File: src/rtl/seq_divider.sv
// seq_divider: multi-cycle restoring divider answering the ALU controller's
// start_div / div_done handshake. One quotient bit is produced per clock;
// signed operation divides magnitudes and fixes the signs in a final cycle.
module seq_divider #(
  parameter int WIDTH = 8
) (
  input  logic             clk,
  input  logic             reset,
  input  logic             start_div,
  input  logic             signed_mode,
  input  logic [WIDTH-1:0] dividend,
  input  logic [WIDTH-1:0] divisor,
  output logic [WIDTH-1:0] quotient,
  output logic [WIDTH-1:0] remainder,
  output logic             div_done,
  output logic             busy,
  output logic             div_by_zero,
  output logic             overflow
);

  localparam int CW = $clog2(WIDTH + 1);
  localparam logic [CW-1:0]    CNT_INIT = CW'(WIDTH);
  localparam logic [CW-1:0]    CNT_ONE  = CW'(1);
  localparam logic [WIDTH-1:0] ZERO_W   = {WIDTH{1'b0}};
  localparam logic [WIDTH-1:0] ONES_W   = {WIDTH{1'b1}};
  localparam logic [WIDTH-1:0] ONE_W    = {{(WIDTH-1){1'b0}}, 1'b1};
  localparam logic [WIDTH-1:0] MOST_NEG = {1'b1, {(WIDTH-1){1'b0}}};

  typedef enum logic [1:0] {
    IDLE = 2'd0,
    CALC = 2'd1,
    FIX  = 2'd2
  } state_t;

  state_t             state_r;
  logic [CW-1:0]      cnt_r;
  logic [WIDTH:0]     rem_r;        // partial remainder, one bit wider than operands
  logic [WIDTH-1:0]   dq_r;         // dividend bits shift out of the top, quotient bits in at the bottom
  logic [WIDTH-1:0]   dvsr_r;       // divisor magnitude
  logic [WIDTH-1:0]   dvnd_orig_r;  // raw dividend, needed for divide-by-zero and overflow
  logic               sign_a_r;
  logic               sign_b_r;
  logic               smode_r;
  logic               zero_r;

  logic [WIDTH-1:0]   dvnd_mag_s;
  logic [WIDTH-1:0]   dvsr_mag_s;
  logic [WIDTH:0]     trial_s;
  logic [WIDTH:0]     diff_s;
  logic               ge_s;
  logic [WIDTH-1:0]   fix_q_s;
  logic [WIDTH-1:0]   fix_r_s;
  logic               ovf_s;

  // Operand magnitudes; the most-negative value maps to its unsigned magnitude.
  always_comb begin
    if (signed_mode && dividend[WIDTH-1]) begin
      dvnd_mag_s = ZERO_W - dividend;
    end else begin
      dvnd_mag_s = dividend;
    end
    if (signed_mode && divisor[WIDTH-1]) begin
      dvsr_mag_s = ZERO_W - divisor;
    end else begin
      dvsr_mag_s = divisor;
    end
  end

  // One restoring step: shift in the next dividend bit, subtract if it fits.
  always_comb begin
    trial_s = {rem_r[WIDTH-1:0], dq_r[WIDTH-1]};
    if (trial_s >= {1'b0, dvsr_r}) begin
      ge_s   = 1'b1;
      diff_s = trial_s - {1'b0, dvsr_r};
    end else begin
      ge_s   = 1'b0;
      diff_s = trial_s;
    end
  end

  // Final result with sign correction and special cases.
  always_comb begin
    if (zero_r) begin
      fix_q_s = ONES_W;
      fix_r_s = dvnd_orig_r;
    end else begin
      if (sign_a_r ^ sign_b_r) begin
        fix_q_s = ZERO_W - dq_r;
      end else begin
        fix_q_s = dq_r;
      end
      if (sign_a_r) begin
        fix_r_s = ZERO_W - rem_r[WIDTH-1:0];
      end else begin
        fix_r_s = rem_r[WIDTH-1:0];
      end
    end
    ovf_s = smode_r & ~zero_r & (dvnd_orig_r == MOST_NEG) & sign_b_r & (dvsr_r == ONE_W);
  end

  // Control FSM with the working registers and registered outputs.
  always_ff @(posedge clk or posedge reset) begin
    if (reset) begin
      state_r     <= IDLE;
      cnt_r       <= {CW{1'b0}};
      rem_r       <= {(WIDTH+1){1'b0}};
      dq_r        <= ZERO_W;
      dvsr_r      <= ZERO_W;
      dvnd_orig_r <= ZERO_W;
      sign_a_r    <= 1'b0;
      sign_b_r    <= 1'b0;
      smode_r     <= 1'b0;
      zero_r      <= 1'b0;
      quotient    <= ZERO_W;
      remainder   <= ZERO_W;
      div_done    <= 1'b0;
      busy        <= 1'b0;
      div_by_zero <= 1'b0;
      overflow    <= 1'b0;
    end else begin
      div_done <= 1'b0;
      case (state_r)
        IDLE: begin
          if (start_div) begin
            rem_r       <= {(WIDTH+1){1'b0}};
            dq_r        <= dvnd_mag_s;
            dvsr_r      <= dvsr_mag_s;
            dvnd_orig_r <= dividend;
            sign_a_r    <= signed_mode & dividend[WIDTH-1];
            sign_b_r    <= signed_mode & divisor[WIDTH-1];
            smode_r     <= signed_mode;
            zero_r      <= (divisor == ZERO_W);
            cnt_r       <= CNT_INIT;
            busy        <= 1'b1;
            div_by_zero <= 1'b0;
            overflow    <= 1'b0;
            if (divisor == ZERO_W) begin
              state_r <= FIX;
            end else begin
              state_r <= CALC;
            end
          end else begin
            state_r <= IDLE;
          end
        end
        CALC: begin
          rem_r <= diff_s;
          dq_r  <= {dq_r[WIDTH-2:0], ge_s};
          cnt_r <= cnt_r - CNT_ONE;
          if (cnt_r == CNT_ONE) begin
            state_r <= FIX;
          end else begin
            state_r <= CALC;
          end
        end
        FIX: begin
          quotient    <= fix_q_s;
          remainder   <= fix_r_s;
          div_by_zero <= zero_r;
          overflow    <= ovf_s;
          div_done    <= 1'b1;
          busy        <= 1'b0;
          state_r     <= IDLE;
        end
        default: begin
          state_r <= IDLE;
          busy    <= 1'b0;
        end
      endcase
    end
  end

endmodule

File: config.mk
export PLATFORM = sky130hd
export DESIGN_NAME = seq_divider
export DESIGN_NICKNAME = d
export VERILOG_FILES = /design/src/rtl/seq_divider.sv
export SDC_FILE = /design/constraint.sdc
export NUM_CORES = 1
export LEC_CHECK = 0
export ABC_AREA = 1
export CAP_MARGIN = 20
export CORE_MARGIN = 1.5
export CORE_UTILIZATION = 60
export CTS_CLUSTER_SIZE = 14
export DETAILED_ROUTE_END_ITERATION = 6
export PLACE_DENSITY = 0.9
export SLEW_MARGIN = 20
export SYNTH_ARGS = -nofsm -noshare
export SYNTH_HDL_FRONTEND = slang
export SYNTH_SLANG_ARGS = --single-unit
File: constraint.sdc
create_clock -name clk -period 3.5 [get_ports clk]
set_clock_uncertainty 0.2 [all_clocks]
set_input_delay 0.35 -clock clk [delete_from_list [all_inputs] [get_ports clk]]
set_output_delay 0.35 -clock clk [all_outputs]
set_load 0.1 [all_outputs]
* After elaboration in Yosys (flattened, before gate mapping)
Index checks and enable logic that the tools add are counted.
** Word-level totals
- Bits in registers :: 62
- Bits of input ports :: 20
- Output and inout port bits :: 20
- Word-level logic and storage cells :: 72
** Cells by class
- Add/sub/neg operators :: 6
- Order comparisons :: 1
- Eq/ne operators :: 6
- Muxes and demuxes :: 24
- Bitwise operators :: 9
- Reductions and logical operators :: 10
** Operators with widths (number)
- two-way mux 8 bit :: 9
- case mux 8 bit (2 select lines) :: 2
- subtractor 1 x 8 -> 8 bit (first input constant) :: 4
- greater-or-equal comparator 9 x 8 -> 1 bit :: 1
- == test 8 x 1 -> 1 bit (second input constant) :: 1
- == test 8 bit (second input constant) :: 1
- logical NOT 8 bit :: 1
- case mux 4 bit (2 select lines) :: 1
- AND reduction 2 bit :: 4
- subtractor 8 bit :: 1
- AND 1 bit :: 6
- two-way mux 2 bit :: 3
- case mux 1 bit (2 select lines) :: 3
- == test 4 x 1 -> 1 bit (second input constant) :: 1
- two-way mux 1 bit :: 4
- two-way mux 4 bit :: 1
- case mux 2 bit (2 select lines) :: 1
- nonzero test 2 bit :: 2
- subtractor 4 x 1 -> 4 bit (second input constant) :: 1
- == test 2 x 1 -> 1 bit (second input constant) :: 1
- == test 2 bit (second input constant) :: 1
- logical AND 1 bit :: 2
- logical NOT 2 bit :: 1
- != test 2 bit (second input constant) :: 1
- 2 further kinds :: 3

* Logic depth before layout (Yosys ltp)
Gate-level depths: netlist of run 1.
- Word-level depth :: 6
- Gate-level depth with buffers :: 14
- Mapped depth without buffers :: 13

* Worst setup path before layout of run 1
OpenSTA, ideal clock, no wires.
- Kind :: register to register
- Start point :: register dq_r[7]
- End point :: register rem_r[6]
- Library setup time :: 0.117 ns
- Arrival :: 1.535 ns
- Required time :: 3.183 ns
- Slack :: 1.648 ns
- Cell stages (with the launch flop) :: 13
- Buffers on the path :: 0
- Clock period less this slack :: 1.852 ns
- Cell sequence :: dfrtp_1 inv_1 ha_1 inv_1 fa_1 nand3_1 nand2_1 nand2_1 nand3b_1 nand2_1 nand2_1 nand3_1 nand2_1
** On the way
- Cells in the longest elaborated chain, start to end :: 3
- Elaborated cells on any way between the ends :: 4
- Classes of those cells :: 1 x add/sub; 1 x order compare; 2 x mux
** Ends and longest elaborated chain
- from (decl) :: line 38 : logic [WIDTH-1:0] dq_r;
- from (signal assigned) :: line 126 : dq_r <= dvnd_mag_s;
- from (signal assigned) :: line 148 : dq_r <= {dq_r[WIDTH-2:0], ge_s};
- subtractor 8 bit or greater-or-equal comparator 9 x 8 -> 1 bit (tied branches) :: line 74, 72
- two-way mux 8 bit * :: line 72 : if (trial_s >= {1'b0, dvsr_r}) begin
- case mux 8 bit (2 select lines) * :: line 122 : case (state_r)
- to (signal assigned) :: line 106 : rem_r <= {(WIDTH+1){1'b0}};
- to (signal assigned) :: line 125 : rem_r <= {(WIDTH+1){1'b0}};
- to (signal assigned) :: line 147 : rem_r <= diff_s;
- to (decl) :: line 37 : logic [WIDTH:0] rem_r;
Mark *: on every way between the ends. The rest lies on a longest branch, timed or not.
A chain may end at the register's enable or synchronous reset.

* Worst setup path after layout of run 1
- Start point :: register quotient[5]
- End point :: output quotient[5]
** RTL lines
- from (decl) :: line 13 : output logic [WIDTH-1:0] quotient,
- from (signal assigned) :: line 157 : quotient <= fix_q_s;
No word-level cell between the ends.

==> results by group, run 1 <==
Run status
  • Outcome: finished, final reports clean

Routing
  • Wirelength per Cell: 15.58 um
  • Drt pass-1 iters: 7
  • Vias per cell: 5.800
  • Drt total wl: 9489 um
  • ANT nets after route: 0
  • Vias post-DR: 3,532
  • DR DRC count: 0
  • Drt initial violations: 350

Place
  • IO Port Bufs: 39
  • Global placement routability congestion: 0.9260
  • Pre-CTS setup slack: 1087 ps
  • Post-DP HPWL: 7222 um

Yosys
  • Synth Area in Simple Gates: 28.64%
  • Largest family of logic cells by synthesized area: simple AND/OR/NAND/NOR gates
  • Yosys top cell area share: 41.35%
  • Asr flop ratio synth: 100.0%
  • Cell variety after synth: 43
  • Post-synth top area cell: dfrtp_1
  • Post-Synth XOR/XNOR Area: 3.935%
  • FF+latch count, synth: 62
  • Yosys Warn Count: 0
  • Multiplexer share of the synthesized area: 0%
  • Synthesized Nets: 523
  • Number of flops mapped to enable cells by yosys: 0
  • Post-Syn Area per Cell: 7.689 sq um
  • Synth top area cells: dfrtp_1 (41%), nand2_1 (13%), inv_1 (6.5%), nand3_1 (5.9%), o21ai_0 (4.9%)
  • Mapped Area: 0.003752 sq mm
  • Post-synthesis cell count: 488
  • Register area share after synthesis: 41.35%
  • Synth Area in Compound Gates: 11.70%
  • Synth Area in Adders: 5.202%
  • Ys flop type: dfrtp_1

Cells and area
  • Area of the multi-input gates: 0.001857 sq mm
  • Final Util: 72.68%
  • Syn-to-layout area delta: 16.04%
  • Reg area: 0.001551 sq mm
  • Final #Nets: 565
  • Layout cells sized above 1: 7.678%
  • # diodes: 0
  • Number of fillers in the final layout: 455

Floorplanning
  • Die footprint: 0.006737 sq mm
  • Die width: 82.08 um
  • Core ar.: 0.005991 sq mm
  • # IOs: 40
  • Core Rows: 28
  • Starting Density: 62.64%
  • Die H: 82.08 um

Timing
  • Min cycle time layout: 2398 ps
  • Final Max Slew Viols: 0
  • Final Hold Fails: 0
  • Setup TNS: 0 ps
  • Period Utilization, post-route: 68.52%
  • Worst-margin pin slew: 974.1 ps
  • Slew HR: 34.86%
  • Final worst setup slack: 1102 ps
  • Final setup vio count: 0
  • RSZ-0062 raised after global routing: false
  • Fmax: 417.0 MHz

CTS
  • Max Root-Sink Buffers: 2
  • CTS H-tree depth: 3
  • Cts hold-fix bufs: 0
  • Sink Count: 62
  • Post-CTS Setup Inserts: 0
  • Post-CTS Resized: 0
  • Clk slew on worst S/H paths: 70 ps
  • CTS tree: built
  • Worst skew pair latency: 350 ps
  • Num CTS Buffers: 9
  • Clock root cell: clkbuf_8

Global routing
  • Met1 Track Usage GR: 40.23%
  • Vias in the first global route: 3,282
  • GRT Max-Usage Layer: met2
  • Initial antenna violation count: 0
  • Met3 Use GR: 6.111%
  • First-pass GRT wire length: 15,130 um
  • Largest net degree at the start of global routing: 28
  • GR met2 Demand/Resource: 48.11%
  • GRT Overall Usage: 30.39%
  • Total grt overflow: 0

Critical path
  • CP startpoint kind: register
  • Delay-heaviest family, CP: buffers and inverters
  • Crit path DAT: 1850 ps
  • Max incr delay on CP: 1140 ps
  • Worst setup startpoint: quotient[5]
  • R2r setup slk: 1350 ps
  • Critical Path Fanout Max: 2
  • Bufs and invs on worst path: 1
  • Crit path capture type: output pin
  • Worst R2R Start: dq_r[7]
  • Cell Chain, Critical Path: clkdlybuf4s50_1
  • Critical path type: reg2out
  • CP max-delay cell: clkdlybuf4s50_1
  • Worst Path Required: 2950 ps

Worst hold path
  • HP Class: in2async

Job
  • Maxcap violations: 0
==> path summary, 6_finish.rpt <==
path,cells after the start,endpoint
min in group clk,1,cnt_r[3]
max in group asynchronous,3,rem_r[0]
hold reg to reg,1,cnt_r[3]
setup reg to reg,12,rem_r[6]
hold / removal,2,quotient[3]
setup / recovery,1,quotient[5]
==> flip-flops by register name (all words and copies together), names as in the netlist, 2 cells and up <==
name / flops
dq_r: 8
dvnd_orig_r: 8
dvsr_r: 8
quotient: 8
rem_r: 8
remainder: 8
cnt_r: 4
state_r: 2
==> per-layer routing <==
metal	wire [um]	part of all wire, %
met1	4052	43
met4	225	2.4
met3	658	6.9
met5	0	0
met2	4552	48
==> stage by stage <==
step,cell area [sq um],hold slack [ps],std cells
CTS,4354,112.9,609
global placement,4189,273.0,594
global route,4354,139.1,609
floorplan,3752,245.9,488
detailed placement,4189,290.7,594
finish,4354,96.88,609
==> layout by cell type (no fill, tap or decap), types with 2 or more instances in the layout <==
cell type / netlist / routed
nand2_2: 2 / 2
o21ai_0: 37 / 37
inv_2: 6 / 7
a31oi_1: 4 / 4
buf_4: 3 / 2
a21oi_1: 12 / 12
o21bai_1: 2 / 2
nor2_4: 4 / 4
ha_1: 14 / 14
nand2_1: 126 / 126
nor4_1: 2 / 2
nor3_1: 4 / 4
clkdlybuf4s50_1: 0 / 39
nand3b_1: 5 / 5
xnor2_1: 4 / 4
clkinv_4: 1 / 2
nor2_1: 34 / 34
clkinv_2: 0 / 3
inv_1: 65 / 64
o22ai_1: 6 / 6
xor2_1: 11 / 11
o221ai_1: 2 / 2
o211ai_1: 8 / 8
clkbuf_8: 0 / 10
nand3_1: 44 / 44
dfrtp_1: 62 / 62
nand4_1: 7 / 7
==> synthesized netlist by cell type, types with 2 or more instances <==
cell type  number
o22ai_1         6
a31oi_1         4
ha_1           14
nand2_2         2
nor4_1          2
buf_2           5
nor2_4          4
o21ai_0        37
buf_4           3
nand3b_1        5
a21oi_1        12
nand4_1         7
o221ai_1        2
xnor2_1         4
nand3_1        44
nor3_1          4
inv_2           6
dfrtp_1        62
o211ai_1        8
nor2_1         34
xor2_1         11
o21bai_1        2
inv_1          65
nand2_1       126
==> kinds of logic after synthesis <==
logic type / count (synthesis)
buf+inv: 83
compound gates: 76
xor+xnor: 16
flops: 62
simple gates: 236
fa+ha+maj: 15
==> cell type report <==
type	count	share of cell area, %
flip-flops and latches	62	35.63
well taps	75	2.155
clock buffers	11	3.247
multi-input cells	343	42.64
repair buffers	41	9.310
clock inverters	4	0.5460
inverters	73	6.466
Power of run 1 is not shown: default switching activity piles up to over one toggle a cycle in this logic, so the estimate is an artifact.
==> inputs of run 2 (changes only) <==
Settings changed: CORE_UTILIZATION 60 to 51, PLACE_DENSITY 0.9 to 0.82.
Clock period 3.5 ns to 1.98 ns, I/O delays scaled along.
==> run 2 against run 1 <==
Global-route usage decreased by 5.1 points. Setup slack got worse by 1000 ps. Critical path type is now reg2reg. Utilization decreased by 7.7 points. Sequential share of layout area decreased by 2.3 points. Critical endpoint is now rem_r[6]. Via count decreased by 0.57%. First-iteration DRC count decreased by 15%. Cell count increased by 8.0%. Cell area increased by 7.0%. Sequential cell count unchanged. Hold slack improved by 180 ps. Routed wire length increased by 2.1%. Critical path depth increased by 11.
==> results by group, run 2 (same netlist as run 1, synthesis figures left out) <==
CTS
  • Max Root-Sink Buffers: 2 (unchanged)
  • Sink Count: 62 (unchanged)
  • Num CTS Buffers: 9 (unchanged)
  • Worst skew pair latency: 350 ps (about the same)
  • CTS tree: built
  • Clk slew on worst S/H paths: 70 ps (about the same)
  • CTS H-tree depth: 3 (unchanged)
  • Clock root cell: clkbuf_8

Global routing
  • Vias in the first global route: 3,160 (-3.7%)
  • Total grt overflow: 0 (unchanged)
  • Initial antenna violation count: 0 (unchanged)
  • First-pass GRT wire length: 14,970 um (-1.1%)
  • GRT Overall Usage: 25.30% (-5.1 points)
  • Largest net degree at the start of global routing: 34 (+21%)

Cells and area
  • Final #Nets: 589 (+4.2%)
  • Most frequent cells in the layout: nand2_1 (123), inv_1 (62), dfrtp_1 (62)
  • Final instance area: 0.004661 sq mm (+7.0%)
  • # diodes: 0 (unchanged)
  • Fin cells: 658 (+8.0%)
  • Number of fillers in the final layout: 580 (+27%)
  • Layout cells sized above 1: 18.60% (+11 points)
  • Commonest non-fill, non-tap cell in the layout: nand2_1
  • Syn-to-layout area delta: 24.21%

Place
  • Dpl cell area: 0.004332 sq mm (+3.4%)
  • IO Port Bufs: 39 (unchanged)
  • Inst Count DP: 638 (+7.4%)
  • Post-DP HPWL: 7270 um (+0.66%)
  • Global placement routability congestion: 0.9350 (+0.97%)

Critical path
  • Crit path capture type: register
  • Critical Path Fanout Max: 4 (+2)
  • CP startpoint kind: register
  • CP max-delay cell: dfrtp_1
  • Crit path DAT: 1970 ps (+120 ps)
  • Cell Chain, Critical Path: inv_2 -> ha_4 -> inv_2 -> fa_2 -> nand3_2 -> nand2_2 -> nand2_2 -> nand3b_1 -> nand2_1 -> nand2_1 -> nand3_1 -> nand2_1
  • Worst Path Required: 2020 ps (-930 ps)
  • Max incr delay on CP: 390 ps (-750 ps)
  • Critical path type: reg2reg
  • Critical path's most frequent cell: nand2_1

Timing
  • Slew HR: 71.92% (+37 points)
  • Period Utilization, post-route: 97.15%
  • Min cycle time layout: 1924 ps
  • Worst-margin pin slew: 420.6 ps (-553.5 ps)
  • Final Hold Fails: 0 (unchanged)
  • Final Max Slew Viols: 0 (unchanged)
  • RSZ-0062 raised after global routing: true
  • Final setup vio count: 0 (unchanged)
  • Fmax: 519.9 MHz

Job
  • Maxcap violations: 0 (unchanged)

Routing
  • Wirelength per Cell: 14.72 um (-5.5%)
  • Drt total wl: 9684 um (+2.1%)
  • ANT nets after route: 0 (unchanged)
  • DR DRC count: 0 (unchanged)
  • Vias per cell: 5.337 (-8.0%)
  • Drt initial violations: 297 (-15%)
  • Drt pass-1 iters: 5 (-2)
  • Vias post-DR: 3,512 (-0.57%)

Floorplanning
  • Starting Density: 52.29% (-10 points)
  • # IOs: 40 (unchanged)
  • Core Rows: 31 (+11%)
  • Die H: 88.78 um (+8.2%)
  • Core ar.: 0.007176 sq mm (+20%)
  • Die footprint: 0.007881 sq mm (+17%)
  • Die width: 88.78 um (+8.2%)

Run status
  • Outcome: finished, final reports clean

Worst hold path
  • HP Class: in2reg
run 2: worst max-delay path: cells and delay by family, from the launching register on:
kind                     cells  cell delay (ps)
adder cells (fa/ha/maj)      2              490
buffers and inverters        2              160
flip-flops                   1              390
AND/OR/NAND/NOR              8              560
run 2: final cells by class:
cell class	instances	area [sq um]	area share (%)
clock buffer	9	123.9	2.658
inverter	73	281.5	6.040
clock inverter	7	48.80	1.047
multi-input combinational	344	1988	42.66
sequential	62	1551	33.29
tap	99	123.9	2.658
timing repair buffer	64	543.0	11.65
run 2: stage by stage:
step	setup slack (ps)	hold slack, ps	utilization (%)	setup TNS, ps
final	56.46	274.6	64.95	0
after global routing	-41.46	296.4	64.95	-79.71
after CTS	22.70	273.5	63.07	0
after detailed placement	-28.77	279.9	60.37	-28.77
after global placement	14.98	270.1	60.37	0
after floorplan	40.60	93.92	-	0
run 2: path summary, 6_finish.rpt:
path	start	end	slack, ps	cells past startpoint
max	dq_r[7]	rem_r[6]	60	12
min	divisor[0]	dvsr_r[0]	270	3
max reg2reg	dq_r[7]	rem_r[6]	60	12
min reg2reg	dvsr_r[3]	dvsr_r[3]	290	2
max in group asynchronous	reset	remainder[7]	510	4
min in group asynchronous	reset	quotient[3]	510	3
run 2: what timing repair did:
action	in CTS	in global routing
gates cloned	0	1
endpoints found under the hold margin	14	0
hold buffers	1	0
endpoints found under the setup margin	3	9
setup buffers	0	2
pin swaps	1	4
resized for setup	4	19
run 2: layer usage:
layer  up-vias  track usage (%)  wire (um)
met5         -                0          0
met4         0            10.37        148
met3        16            5.504        651
met2       118            38.09       4534
met1      1649            35.34       4350
li1       1729                -          -
Power of run 2 is left out for the same reason.
